File: config.mk
export PLATFORM = sky130hd
export DESIGN_NAME = seg_scan_display
export DESIGN_NICKNAME = d
export VERILOG_FILES = /design/src/rtl/seg_pkg.sv /design/src/rtl/bcd_to_seg7.sv /design/src/rtl/seg_scan_display.sv
export SDC_FILE = /design/constraint.sdc
export NUM_CORES = 1
export LEC_CHECK = 0
export CAP_MARGIN = 20
export CORE_ASPECT_RATIO = 0.6
export CORE_MARGIN = 2
export CORE_UTILIZATION = 35
export CTS_CLUSTER_DIAMETER = 100
export CTS_CLUSTER_SIZE = 8
export DETAILED_ROUTE_END_ITERATION = 16
export GPL_ROUTABILITY_DRIVEN = 0
export GPL_TIMING_DRIVEN = 0
export PLACE_DENSITY = 0.63
export SLEW_MARGIN = 10
export SYNTH_ARGS = -nofsm -noshare
export SYNTH_HDL_FRONTEND = slang
export SYNTH_SLANG_ARGS = --single-unit
File: constraint.sdc
create_clock -name clk -period 1.89 [get_ports clk]
set_input_delay 0.378 -clock clk [delete_from_list [all_inputs] [get_ports clk]]
set_output_delay 0.378 -clock clk [all_outputs]
set_load 0.02 [all_outputs]
File: src/rtl/seg_pkg.sv
`default_nettype none
// +----------------------------------------------------------------------------+
// | Package     : seg_pkg                                                      |
// | Description : Shared constants and the digit-to-glyph decode function      |
// |               for the scanned 7-segment display.                           |
// |               Glyphs are logical (active-high) in the order {g,f,e,d,c,b,a}.|
// | Revision    : 1.0 - initial release                                        |
// +----------------------------------------------------------------------------+
package seg_pkg;

  localparam logic [6:0] SEG_BLANK = 7'b0000000;
  localparam logic [6:0] SEG_DASH  = 7'b1000000;

  localparam logic [3:0] DIG_DASH  = 4'hA;
  localparam logic [3:0] DIG_BLANK = 4'hF;

  localparam logic [6:0] SEG_0 = 7'b0111111;
  localparam logic [6:0] SEG_1 = 7'b0000110;
  localparam logic [6:0] SEG_2 = 7'b1011011;
  localparam logic [6:0] SEG_3 = 7'b1001111;
  localparam logic [6:0] SEG_4 = 7'b1100110;
  localparam logic [6:0] SEG_5 = 7'b1101101;
  localparam logic [6:0] SEG_6 = 7'b1111101;
  localparam logic [6:0] SEG_7 = 7'b0000111;
  localparam logic [6:0] SEG_8 = 7'b1111111;
  localparam logic [6:0] SEG_9 = 7'b1101111;

  // 0-9 give the usual glyphs, 4'hA a dash; every other code is blank.
  function automatic logic [6:0] seg_decode(input logic [3:0] dig);
    logic [6:0] s;
    case (dig)
      4'd0:     s = SEG_0;
      4'd1:     s = SEG_1;
      4'd2:     s = SEG_2;
      4'd3:     s = SEG_3;
      4'd4:     s = SEG_4;
      4'd5:     s = SEG_5;
      4'd6:     s = SEG_6;
      4'd7:     s = SEG_7;
      4'd8:     s = SEG_8;
      4'd9:     s = SEG_9;
      DIG_DASH: s = SEG_DASH;
      default:  s = SEG_BLANK;
    endcase
    return s;
  endfunction

endpackage
`default_nettype wire

File: src/rtl/bcd_to_seg7.sv
`default_nettype none
// +----------------------------------------------------------------------------+
// | Module      : bcd_to_seg7                                                  |
// | Description : Combinational digit-code to logical 7-segment glyph decoder. |
// | Ports       : digit [3:0] in  - digit code                                 |
// |               seg   [6:0] out - logical glyph {g,f,e,d,c,b,a}, 1 = lit     |
// | Revision    : 1.0 - initial release                                        |
// +----------------------------------------------------------------------------+
module bcd_to_seg7 (
  input  logic [3:0] digit,
  output logic [6:0] seg
);
  import seg_pkg::*;

  always_comb begin
    seg = seg_decode(digit);
  end

endmodule
`default_nettype wire

File: src/rtl/seg_scan_display.sv
`default_nettype none
// +----------------------------------------------------------------------------+
// | Module      : seg_scan_display                                             |
// | Description : Time-multiplexed N-digit 7-segment driver. One digit is lit  |
// |               per slot (one-hot an, shared seg/dp). The displayed value is |
// |               double-buffered and swapped only at the frame wrap, with     |
// |               per-digit blank, blink and decimal-point control.            |
// | Ports       : clk, resetn (async, active-low)                              |
// |               digits_in [4*N-1:0] in  - digit codes, digit 0 rightmost     |
// |               load                in  - capture digits_in (1-cycle strobe) |
// |               blank_mask/blink_mask/dp_mask [N-1:0] in - live masks        |
// |               an [N-1:0] out, seg [6:0] out, dp out - board pins           |
// |               frame_done out - 1-cycle pulse after each frame wrap         |
// | Revision    : 1.0 - initial release                                        |
// +----------------------------------------------------------------------------+
module seg_scan_display #(
  parameter int NUM_DIGITS   = 4,
  parameter int SCAN_DIV     = 100000,
  parameter int BLINK_FRAMES = 64,
  parameter int ACTIVE_LOW   = 1
) (
  input  logic                    clk,
  input  logic                    resetn,
  input  logic [4*NUM_DIGITS-1:0] digits_in,
  input  logic                    load,
  input  logic [NUM_DIGITS-1:0]   blank_mask,
  input  logic [NUM_DIGITS-1:0]   blink_mask,
  input  logic [NUM_DIGITS-1:0]   dp_mask,
  output logic [NUM_DIGITS-1:0]   an,
  output logic [6:0]              seg,
  output logic                    dp,
  output logic                    frame_done
);
  import seg_pkg::*;

  localparam int PRE_W = $clog2(SCAN_DIV);
  localparam int IDX_W = $clog2(NUM_DIGITS);
  localparam int FC_W  = (BLINK_FRAMES > 1) ? $clog2(BLINK_FRAMES) : 1;

  localparam logic [PRE_W-1:0] C_PRE_MAX = PRE_W'(SCAN_DIV - 1);
  localparam logic [IDX_W-1:0] C_IDX_MAX = IDX_W'(NUM_DIGITS - 1);
  localparam logic [FC_W-1:0]  C_FC_MAX  = FC_W'(BLINK_FRAMES - 1);

  // Pin polarity is applied as an XOR mask on the output register only.
  localparam logic                  C_INV     = (ACTIVE_LOW != 0);
  localparam logic [NUM_DIGITS-1:0] C_AN_OFF  = {NUM_DIGITS{C_INV}};
  localparam logic [6:0]            C_SEG_OFF = {7{C_INV}};

  logic [PRE_W-1:0]        r_pre;
  logic [IDX_W-1:0]        r_idx;
  logic [4*NUM_DIGITS-1:0] r_active;
  logic [4*NUM_DIGITS-1:0] r_shadow;
  logic                    r_pending;
  logic                    r_phase;
  logic [FC_W-1:0]         r_fcnt;
  logic                    r_slot_start;

  logic                  w_tick;
  logic                  w_wrap;
  logic [3:0]            w_digit;
  logic [6:0]            w_seg_dec;
  logic                  w_dark;
  logic [6:0]            w_seg_lit;
  logic                  w_dp_lit;
  logic [NUM_DIGITS-1:0] w_an_lit;
  logic [3:0]            w_dig_arr [NUM_DIGITS];

  assign w_tick = (r_pre == C_PRE_MAX);
  assign w_wrap = w_tick && (r_idx == C_IDX_MAX);

  generate
    for (genvar gi = 0; gi < NUM_DIGITS; gi++) begin : g_digit_split
      assign w_dig_arr[gi] = r_active[4*gi +: 4];
    end
  endgenerate

  assign w_digit = w_dig_arr[r_idx];

  bcd_to_seg7 u_dec (
    .digit (w_digit),
    .seg   (w_seg_dec)
  );

  assign w_dark    = blank_mask[r_idx] | (blink_mask[r_idx] & r_phase);
  assign w_seg_lit = w_dark ? SEG_BLANK : w_seg_dec;
  assign w_dp_lit  = ~w_dark & dp_mask[r_idx];
  assign w_an_lit  = {{(NUM_DIGITS-1){1'b0}}, 1'b1} << r_idx;

  // Prescaler and scan index.
  always_ff @(posedge clk or negedge resetn) begin
    if (!resetn) begin
      r_pre        <= '0;
      r_idx        <= '0;
      r_slot_start <= 1'b0;
    end else begin
      r_pre        <= w_tick ? '0 : r_pre + 1'b1;
      r_slot_start <= w_tick;
      if (w_tick) begin
        r_idx <= (r_idx == C_IDX_MAX) ? '0 : r_idx + 1'b1;
      end
    end
  end

  // Shadow/active double buffer. A load coinciding with the wrap bypasses
  // the shadow so the new value is shown on the very next frame.
  always_ff @(posedge clk or negedge resetn) begin
    if (!resetn) begin
      r_active  <= '0;
      r_shadow  <= '0;
      r_pending <= 1'b0;
    end else begin
      if (load && w_wrap) begin
        r_active  <= digits_in;
        r_shadow  <= digits_in;
        r_pending <= 1'b0;
      end else if (w_wrap && r_pending) begin
        r_active  <= r_shadow;
        r_pending <= 1'b0;
      end else if (load) begin
        r_shadow  <= digits_in;
        r_pending <= 1'b1;
      end
    end
  end

  // Blink phase flips every BLINK_FRAMES frame wraps.
  always_ff @(posedge clk or negedge resetn) begin
    if (!resetn) begin
      r_fcnt  <= '0;
      r_phase <= 1'b0;
    end else if (w_wrap) begin
      if (r_fcnt == C_FC_MAX) begin
        r_fcnt  <= '0;
        r_phase <= ~r_phase;
      end else begin
        r_fcnt <= r_fcnt + 1'b1;
      end
    end
  end

  // Output register. The tick edge blanks everything (anti-ghosting gap);
  // the following edge latches the new slot's pattern, which is then held
  // for the rest of the slot, so live mask changes land on the next slot.
  // frame_done is high during the gap cycle that opens the new frame.
  always_ff @(posedge clk or negedge resetn) begin
    if (!resetn) begin
      an         <= C_AN_OFF;
      seg        <= C_SEG_OFF;
      dp         <= C_INV;
      frame_done <= 1'b0;
    end else begin
      frame_done <= w_wrap;
      if (w_tick) begin
        an  <= C_AN_OFF;
        seg <= C_SEG_OFF;
        dp  <= C_INV;
      end else if (r_slot_start) begin
        an  <= w_an_lit ^ C_AN_OFF;
        seg <= w_seg_lit ^ C_SEG_OFF;
        dp  <= w_dp_lit ^ C_INV;
      end
    end
  end

endmodule
`default_nettype wire

==> out/metrics.csv, run 1 <==
metric,value,unit
setup_violations,3,
ant_nets,0,
endpoint_kind,register,
p_sw,0.0008005,W
finalMaxSlewViolations,0,
p_comb_share,7.9,%
final_nets,425,
clock-sinks,73,
synth_area_per_cell,12.17,sq um
die_y,85.06,microns
die-width,139.1,microns
syn2layout_area_growth,31.73,%
power.density,802.8,mW/mm^2
crit_type,register to register,
hold_path_class,input port to async pin,
yosysUniqueCellTypes,51,
p_clk_share,51.4,%
placed_area,0.004437,sq mm
violations,"hold timing, setup timing",
diodes,0,
grt_max_degree,42,
p_sw_share,19.75,%
clkLatencyLatePin,0.33,ns
wire_per_inst,15.77,microns
hpwl,6052,microns
grt_first_pass_wirelength,14150,microns
via_count,2657,
fillerInstances,947,
dieArea,0.01183,sq mm
clockBufferDepth,2,
status,"finished, violations left",
rows,29,
hold_violations,10,
fmax,0.5191,GHz
slew_headroom,49.60,%
pre_cts_ws,-0.2696,ns
fin_worst_skew,0.006909,ns
netlist_area,0.003832,sq mm
grt_pass1_vias,2609,
yosys_warnings,0,
cts_tree,yes,
finalNonFillerCells,527,
grt-ovfl-total,0,
drive_gt1_share,29.38,%
startpoint_type,register,
drt_iter0_drc,144,
synthCells,315,
core_area,0.01063,sq mm
synth-seq-cells,73,
viasPerCell,5.042,
peakVddDrop,0.0005056,V
worstPathArrival,2.18,ns
drtPass1Iterations,4,
tightest_slew,0.7560,ns
pin_count,44,
syn-num-nets,357,
hold_ws,-0.008335,ns
start_util,36.05,%
io_buffer_count,42,
r2r-start,r_idx[0]$_DFFE_PN0N_,
synth_ff_type,dfrtp_1,
p_leak,2.197,nW
max_cap_violations,0,
crit_fanout,6,
yosysSeqAreaShare,48.06,%
cts_hold_buffers,0,
root_buffer,clkbuf_16,
min_period_over_period,101.9,%
seqPwrFrac,40.7,%
clk_pin_slew,0.06,ns
antenna_found_initial,0,
period_needed,1.927,ns
postLayoutSetupSlackWorst,-0.03650,ns
critPathLaunch,r_idx[0]$_DFFE_PN0N_,
crit_required,2.14,ns
synth_edf_count,0,
wl,8312,microns
final_area,0.005049,sq mm
power,0.004053,W
dp_cells,497,
cts_max_level,3,
async_reset_ff_share,100.0,%
cellInternalPower,0.003252,W
rsz0062_at_grt,true,
numCtsBuffers,9,
drc,0,
track_usage,15.36,%
==> final cells by class <==
type / instances / area [sq um] / area share [%]
inverter: 8 / 35.03 / 0.6939
clock inverter: 6 / 128.9 / 2.553
sequential: 73 / 1843 / 36.51
multi-input combinational: 219 / 1976 / 39.13
clock buffer: 10 / 239.0 / 4.734
buffer: 15 / 95.09 / 1.884
tap: 139 / 173.9 / 3.445
timing repair buffer: 57 / 558.0 / 11.05
==> cells in the final DEF, fill, tap and decap left out, types with 6 or more instances in the layout <==
| cell type | n |
|---|---|
| mux2_2 | 19 |
| nand3_1 | 6 |
| clkdlybuf4s50_1 | 40 |
| o21ai_0 | 8 |
| ha_1 | 6 |
| clkbuf_16 | 9 |
| dfstp_2 | 12 |
| mux2i_1 | 18 |
| buf_4 | 17 |
| nor2_1 | 19 |
| nand2_1 | 18 |
| a2bb2oi_2 | 10 |
| mux4_2 | 7 |
| nand2b_1 | 16 |
| dfrtp_1 | 60 |
| clkbuf_1 | 7 |
| xnor2_1 | 10 |
| nand4_1 | 7 |
| xor2_1 | 9 |
==> path summary, 6_finish.rpt <==
path / endpoint / slack (ns) / depth (start not counted)
setup / recovery: seg[0]$_DFFE_PN1P_ / -0.04 / 7
hold / removal: r_active[14]$_DFFE_PN0P_ / -0.008 / 1
setup reg to reg: seg[0]$_DFFE_PN1P_ / -0.04 / 7
hold reg to reg: r_pre[0]$_DFF_PN0_ / 0.48 / 1
max in group asynchronous: an[0]$_DFFE_PN1P_ / 1.28 / 2
min in group clk: r_shadow[15]$_DFFE_PN0P_ / 0.47 / 2
==> through the flow <==
stage,utilization (%),TNS [ns]
after CTS,46.78,-0.05639
after global routing,47.49,-0.5809
final,47.49,-0.08026
after global placement,41.57,-148.26
after floorplan,-,-0.001933
after detailed placement,41.73,-3.364
==> cell families (layout without fill, tap and decap cells) <==
family          count (synthesis)  in the layout  share of synthesized area, %
compound gates                 46             46                         10.51
xor+xnor                       19             19                         4.342
fa+ha+maj                      11             11                         3.591
buf+inv                        23             96                         2.971
flops                          73             73                         48.06
mux                            46             46                         15.87
simple gates                   97             97                         14.66
==> flip-flops by register name, indices dropped and copies added, names as in the netlist, 2 cells and up <==
name,count
r_idx,2
an,4
r_fcnt,6
r_shadow,16
seg,7
r_pre,17
r_active,16
==> per-layer routing <==
metal	vias to the layer above	global-route usage, %	wire (microns)
li1	1280	-	-
met1	1313	23.74	4369
met2	52	20.78	3424
met3	12	4.120	404
met4	0	4.683	113
met5	-	0	0
==> what timing repair did <==
| action | CTS | global route |
|---|---|---|
| endpoints found under the setup margin | 26 | 43 |
| pin swaps | 11 | 9 |
| setup buffers | 11 | 3 |
| endpoints found under the hold margin | 0 | 0 |
| cloned | 0 | 0 |
| resized for setup | 25 | 24 |
==> power by group through the flow <==
| stage | Sequential [W] | Clock (W) | Combinational [W] |
|---|---|---|---|
| 6_report | 0.00165 | 0.00208 | 0.000319 |
| 5_1_grt | 0.00165 | 0.00221 | 0.000354 |
| 4_1_cts | 0.00165 | 0.00212 | 0.000319 |
| 3_5_place_dp | 0.00167 | 0 | 0.000301 |
| 3_3_place_gp | 0.00167 | 0 | 0.000288 |
| 2_1_floorplan | 0.00166 | 0 | 0.000171 |
==> worst max-delay path: stages, from the launching register on <==
cell and delay [ns]:
dfrtp_1 0.39, buf_6 0.15, mux4_2 0.56, buf_4 0.18, ha_4 0.16, mux2i_1 0.17, or2_4 0.15, a32oi_1 0.08
==> Yosys cell counts (4+ instances only) <==
| cell | n | area, sq um |
|---|---|---|
| nor2_1 | 19 | 71.32 |
| nand3_1 | 7 | 35.03 |
| nand4_1 | 7 | 43.79 |
| and2_1 | 5 | 31.28 |
| mux2i_1 | 18 | 180.2 |
| a2bb2oi_2 | 10 | 150.1 |
| clkbuf_1 | 10 | 37.54 |
| dfrtp_1 | 61 | 1526 |
| ha_1 | 11 | 137.6 |
| and3_1 | 6 | 37.54 |
| inv_1 | 7 | 26.28 |
| dfstp_2 | 12 | 315.3 |
| xor2_1 | 9 | 78.83 |
| a2bb2oi_1 | 5 | 43.79 |
| mux4_1 | 6 | 157.7 |
| xnor2_1 | 10 | 87.58 |
| o21ai_0 | 12 | 60.06 |
| a32oi_1 | 4 | 35.03 |
| nand2_1 | 19 | 71.32 |
| mux2_2 | 20 | 225.2 |
| nand2b_1 | 16 | 100.1 |
Power figures use the tool's default switching activity.
==> inputs of run 2 (changes only) <==
--- a/config.mk
+++ b/config.mk
@@ -7,5 +7,4 @@
 export LEC_CHECK = 0
 export CAP_MARGIN = 20
-export CORE_ASPECT_RATIO = 0.6
 export CORE_MARGIN = 2
 export CORE_UTILIZATION = 35
@@ -20,2 +19,3 @@
 export SYNTH_HDL_FRONTEND = slang
 export SYNTH_SLANG_ARGS = --single-unit
+export TNS_END_PERCENT = 20
==> constraint.sdc (replaced) <==
create_clock -name clk -period 1.89 [get_ports clk]
set_input_delay 0.378 -clock clk [delete_from_list [all_inputs] [get_ports clk]]
set_output_delay 0.378 -clock clk [all_outputs]
set_load 0.005 [all_outputs]
==> out/metrics.csv, run 2 (synthesis results as in run 1) <==
metric,value,unit,change
peakVddDrop,0.0002991,V,-41%
crit_type,register to register,,
clock-sinks,73,,unchanged
grt_first_pass_wirelength,13790,microns,-2.6%
grt-ovfl-total,0,,unchanged
cpPeakStageDelay,0.56,ns,about the same
grt_pass1_vias,2770,,+6.2%
cp_cell_sequence,buf_6 -> mux4_2 -> inv_4 -> ha_4 -> mux2i_1 -> or2_4 -> a32oi_2,,
min_period_over_period,101.0,%,-0.95 points
slew_headroom,54.50,%,+4.9 points
final_nets,428,,+0.71%
period_needed,1.909,ns,-0.01788 ns
postLayoutSetupSlackWorst,-0.01863,ns,+0.01788 ns
grt_max_degree,66,,+57%
die_y,108.6,microns,+28%
clkLatencyLatePin,0.35,ns,+0.02 ns
drive_gt1_share,28.90,%,-0.48 points
start_util,35.67,%,-0.38 points
cts_tree,yes,,
layout_commonest_cell,dfrtp_1,,
top_register,r_pre,,
fmax,0.5239,GHz,+0.94%
hold_violations,0,,-10
hold_ws,0.4150,ns,+0.4233 ns
dieArea,0.01180,sq mm,-0.23%
largest_reg_flops,17,,unchanged
placed_area,0.004446,sq mm,+0.20%
die-width,108.6,microns,-22%
drtPass1Iterations,4,,unchanged
wl,8377,microns,+0.78%
track_usage,15.22,%,-0.14 points
finalMaxSlewViolations,0,,unchanged
final_area,0.004856,sq mm,-3.8%
crit_required,2.16,ns,+0.02 ns
syn2layout_area_growth,26.71,%,
drt_iter0_drc,132,,-8.3%
p_clk_share,36.0,%,-15 points
crit_cells,7,,unchanged
top_regs,"r_pre x17, r_active x16, r_shadow x16",,
pin_count,44,,unchanged
hold_path_class,input port to async pin,,
antenna_found_initial,0,,unchanged
io_buffer_count,42,,unchanged
p_sw,0.0007907,W,-1.2%
setup_violations,2,,-1
crit_family,multiplexers,,
fin_worst_skew,0.01221,ns,+0.005301 ns
p_leak,2.117,nW,-3.7%
tightest_slew,0.6824,ns,-0.07360 ns
status,"finished, violations left",,
max_cap_violations,0,,unchanged
cts_max_level,3,,unchanged
worstPathArrival,2.18,ns,about the same
diodes,0,,unchanged
ant_nets,0,,unchanged
power.density,633.0,mW/mm^2,-21%
wire_per_inst,15.78,microns,about the same
violations,setup timing,,
root_buffer,clkbuf_8,,
viasPerCell,5.023,,-0.38%
clockBufferDepth,2,,unchanged
cellInternalPower,0.002283,W,-30%
critPathSlowestCell,mux4_2,,
rows,38,,+31%
numCtsBuffers,9,,unchanged
timing.rr.end,seg[0]$_DFFE_PN1P_,,
rsz0062_at_grt,true,,
r2r-start,r_idx[0]$_DFFE_PN0N_,,
startpoint_type,register,,
core_area,0.01075,sq mm,+1.1%
r2r_cells,7,,unchanged
seqPwrFrac,53.4,%,+13 points
p_sw_share,25.73,%,+6.0 points
final_cell_mix,"61 x dfrtp_1, 41 x clkdlybuf4s50_1, 20 x mux2_2",,
worst-path-buf-inv,2,,unchanged
crit_fanout,6,,unchanged
endpoint_kind,register,,
via_count,2667,,+0.38%
drc,0,,unchanged
r2r_slack,-0.02,ns,+0.02 ns
p_comb_share,10.6,%,+2.7 points
hpwl,5743,microns,-5.1%
clk_pin_slew,0.08,ns,+0.02 ns
-- run 2: cell count changes in the layout (fill, tap and decap cells not counted), moves of 2 or more --
cell,previous run,this run
bufinv_16,4,0
o21ai_0,8,11
inv_6,0,2
clkbuf_8,1,9
clkbuf_4,1,4
clkbuf_16,9,0
buf_12,2,0
clkinvlp_4,0,2
o21ai_1,3,0
-- run 2: power by group through the flow --
stage / combinational [W] / sequential [W] / clock [W]
after floorplan: 0.000171 / 0.00166 / 0
after global placement: 0.000292 / 0.00167 / 0
after detailed placement: 0.000304 / 0.00167 / 0
after CTS: 0.000315 / 0.00164 / 0.00114
after global routing: 0.000357 / 0.00165 / 0.00121
final: 0.000325 / 0.00164 / 0.00111
-- run 2: how the worst max path moves through the flow --
stage	from	to	slack [ns]
4_1_cts	r_pre[12]$_DFF_PN0_	r_active[15]$_DFFE_PN0P_	-0.04
3_3_place_gp	resetn	r_shadow[13]$_DFFE_PN0P_	-2.09
2_1_floorplan	r_idx[0]$_DFFE_PN0N_	seg[0]$_DFFE_PN1P_	-0.002
5_1_grt	r_idx[0]$_DFFE_PN0N_	seg[4]$_DFFE_PN1P_	-0.08
3_5_place_dp	r_idx[1]$_DFFE_PN0N_	seg[4]$_DFFE_PN1P_	-0.31
6_report	r_idx[0]$_DFFE_PN0N_	seg[0]$_DFFE_PN1P_	-0.02
-- run 2: through the flow --
stage	utilization, %	total power, W	std cells	TNS, ns	setup WS, ns
2_1_floorplan	-	0.001834	315	-0.001933	-0.001933
3_3_place_gp	41.14	0.001962	497	-145.18	-2.093
3_5_place_dp	41.37	0.001976	498	-4.229	-0.3104
4_1_cts	44.03	0.003096	527	-0.07912	-0.04468
5_1_grt	45.19	0.003212	531	-0.5247	-0.07950
6_report	45.19	0.003074	531	-0.02904	-0.01863
-- run 2: layout make-up --
cell class,count,area [sq um]
multi-input combinational,219,1963
timing repair buffer,61,586.8
inverter,8,35.03
buffer,14,83.83
clock buffer,10,127.6
sequential,73,1842
fill,1016,5889
tap,140,175.2
clock inverter,6,42.54
-- run 2: timing repair --
item	in CTS	in global routing
endpoints found under the hold margin	8	0
pin swaps	4	6
endpoints found under the setup margin	29	42
cloned	0	1
hold buffers	1	0
setup buffers	12	4
resized for setup	10	32
-- run 2: worst register-to-register path, cell delays in order, from the launching register on --
cell and delay, ns:
dfrtp_1 0.36, buf_6 0.14, mux4_2 0.56, inv_4 0.12, ha_4 0.14, mux2i_1 0.07
or2_4 0.23, a32oi_2 0.20
-- run 2: metal layers --
| metal | global-route usage, % | vias up | routed length, microns |
|---|---|---|---|
| met5 | 0 | - | 0 |
| met4 | 6.136 | 0 | 152 |
| met2 | 23.97 | 52 | 3943 |
| met3 | 3.228 | 12 | 337 |
| met1 | 20.47 | 1320 | 3944 |
| li1 | - | 1283 | - |
==> inputs of run 3 (changes only) <==
PLACE_DENSITY = 0.61   (was 0.63)
clock period = 2 ns   (was 1.89 ns; I/O delays follow)
==> out/metrics.csv, run 3 (synthesis results as in run 1) <==
metric,value,unit,change
status,"complete, no violations",,
power.density,633.2,mW/mm^2,about the same
startpoint_type,register,,
clk_pin_slew,0.09,ns,about the same
via_count,2646,,-0.79%
final_util,44.69,%,-0.50 points
setup_violations,0,,-2
top_regs,"r_pre x17, r_active x16, r_shadow x16",,
hold_violations,0,,unchanged
die-width,108.6,microns,unchanged
finalMaxSlewViolations,0,,unchanged
cpPeakStageDelay,0.50,ns,-0.06 ns
layout_commonest_cell,dfrtp_1,,
p_comb_share,9.7,%,-0.9 points
grt_max_degree,57,,-14%
clockBufferDepth,2,,unchanged
endpoint_kind,register,,
io_buffer_count,42,,unchanged
pin_count,44,,unchanged
period_needed,1.931,ns,+0.02246 ns
root_buffer,clkbuf_8,,
worst-path-buf-inv,3,,+1
dr_wl_met3,231,microns,-31%
seqPwrFrac,51.1,%,-2.3 points
fillerInstances,1028,,+1.2%
viasPerCell,5.040,,+0.35%
clkLatencyLatePin,0.37,ns,+0.02 ns
p_leak,2.097,nW,-0.94%
syn2layout_area_growth,25.30,%,
crit_required,2.28,ns,+0.12 ns
diodes,0,,unchanged
final_cell_mix,"61 x dfrtp_1, 41 x clkdlybuf4s50_1, 20 x mux2_2",,
grt_pass1_vias,2695,,-2.7%
drt_iter0_drc,122,,-7.6%
hpwl,5667,microns,-1.3%
crit_family,multiplexers,,
cpMostUsedCell,buf_6,,
critPathSlowestCell,mux4_2,,
grt_first_pass_wirelength,13420,microns,-2.7%
p_sw,0.0007597,W,-3.9%
fmax,0.5178,GHz,-1.2%
top_register,r_pre,,
antenna_found_initial,0,,unchanged
wl,8094,microns,-3.4%
drtPass1Iterations,5,,+1
ant_nets,0,,unchanged
grt-ovfl-total,0,,unchanged
track_usage,14.89,%,-0.33 points
rows,38,,unchanged
fin_worst_skew,0.01242,ns,+0.0002135 ns
top_layer,met4,,
met2_length,3809,microns,-3.4%
setup_tns,0,ns,+0.02904 ns
cts_max_level,3,,unchanged
final_nets,422,,-1.4%
drive_gt1_share,25.97,%,-2.9 points
crit_type,register to register,,
numCtsBuffers,9,,unchanged
cts_tree,yes,,
largest_reg_flops,17,,unchanged
cellInternalPower,0.002281,W,about the same
start_util,35.67,%,unchanged
wire_per_inst,15.42,microns,-2.3%
m1WireLength,3903,microns,-1.0%
power,0.003040,W,-1.1%
peakVddDrop,0.0002622,V,-12%
clock-sinks,73,,unchanged
min_period_over_period,96.55,%,-4.4 points
p_clk_share,39.2,%,+3.2 points
cp_cell_sequence,buf_6 -> buf_4 -> mux4_2 -> buf_6 -> mux2i_1 -> or2_2 -> a32oi_1,,
tightest_slew,0.6850,ns,+0.002585 ns
drc,0,,unchanged
hold_path_class,input port to async pin,,
p_sw_share,24.99,%,-0.74 points
max_cap_violations,0,,unchanged
slew_headroom,54.33,%,-0.17 points
core_area,0.01075,sq mm,unchanged
dieArea,0.01180,sq mm,unchanged
worstPathArrival,2.22,ns,+0.04 ns
crit_fanout,9,,+3
die_y,108.6,microns,unchanged
run 3: per-stage QoR:
stage          instance area (sq um)  worst slack [ns]  instances  hold slack, ns
2_1_floorplan                   3832           0.02896        315          0.1044
3_3_place_gp                    4428            -2.082        497          0.4603
6_report                        4802           0.06892        525          0.4433
4_1_cts                         4710         -0.001398        521          0.4439
3_5_place_dp                    4453           -0.1936        498          0.2986
5_1_grt                         4802         -0.006958        525          0.4691
run 3: cell type report:
type	instances	area [sq um]	area share, %
multi-input combinational	219	1939	40.39
sequential	73	1842	38.35
timing repair buffer	54	530.5	11.05
tap	140	175.2	3.648
clock buffer	10	127.6	2.658
buffer	15	87.58	1.824
clock inverter	6	67.56	1.407
inverter	8	32.53	0.6774
run 3: repair_timing:
action                                  CTS  global route
hold buffers                              1             0
endpoints found under the hold margin    12             0
buffers inserted                          6             4
endpoints found under the setup margin   20            28
gates resized for setup                   7            20
cloned                                    0             0
pin swaps                                 2             5
run 3: worst paths after layout:
| path | startpoint | end | slack, ns | cells past startpoint |
|---|---|---|---|---|
| worst max-delay path | r_idx[0]$_DFFE_PN0N_ | seg[0]$_DFFE_PN1P_ | 0.07 | 7 |
| min in group clk | load | r_shadow[15]$_DFFE_PN0P_ | 0.49 | 2 |
| worst min-delay path | resetn | r_pre[5]$_DFF_PN0_ | 0.44 | 2 |
| max in group asynchronous | resetn | seg[1]$_DFFE_PN1P_ | 0.95 | 3 |
| worst max register to register | r_idx[0]$_DFFE_PN0N_ | seg[0]$_DFFE_PN1P_ | 0.07 | 7 |
| worst min register to register | r_fcnt[2]$_DFFE_PN0P_ | r_fcnt[2]$_DFFE_PN0P_ | 0.49 | 1 |
run 3: metal layers:
| metal | vias to the layer above | GRT usage, % |
|---|---|---|
| met5 | - | 0 |
| met4 | 0 | 6.044 |
| met3 | 11 | 2.989 |
| met2 | 47 | 22.41 |
| met1 | 1319 | 21.02 |
| li1 | 1269 | - |
run 3: worst reg2reg max path, delay by kind of cell (launching register included):
| kind | cells | cell delay [ns] |
|---|---|---|
| mux | 2 | 0.62 |
| buf+inv | 3 | 0.41 |
| flops | 1 | 0.37 |
| simple gates | 1 | 0.28 |
| compound gates | 1 | 0.19 |
run 3: power groups by stage:
stage	Sequential, W	Combinational (W)	Clock [W]
final	0.00155	0.000295	0.00119
after global routing	0.00156	0.000324	0.00128
after CTS	0.00155	0.000293	0.00122
after detailed placement	0.00158	0.000286	0
after global placement	0.00158	0.000276	0
after floorplan	0.00157	0.000161	0
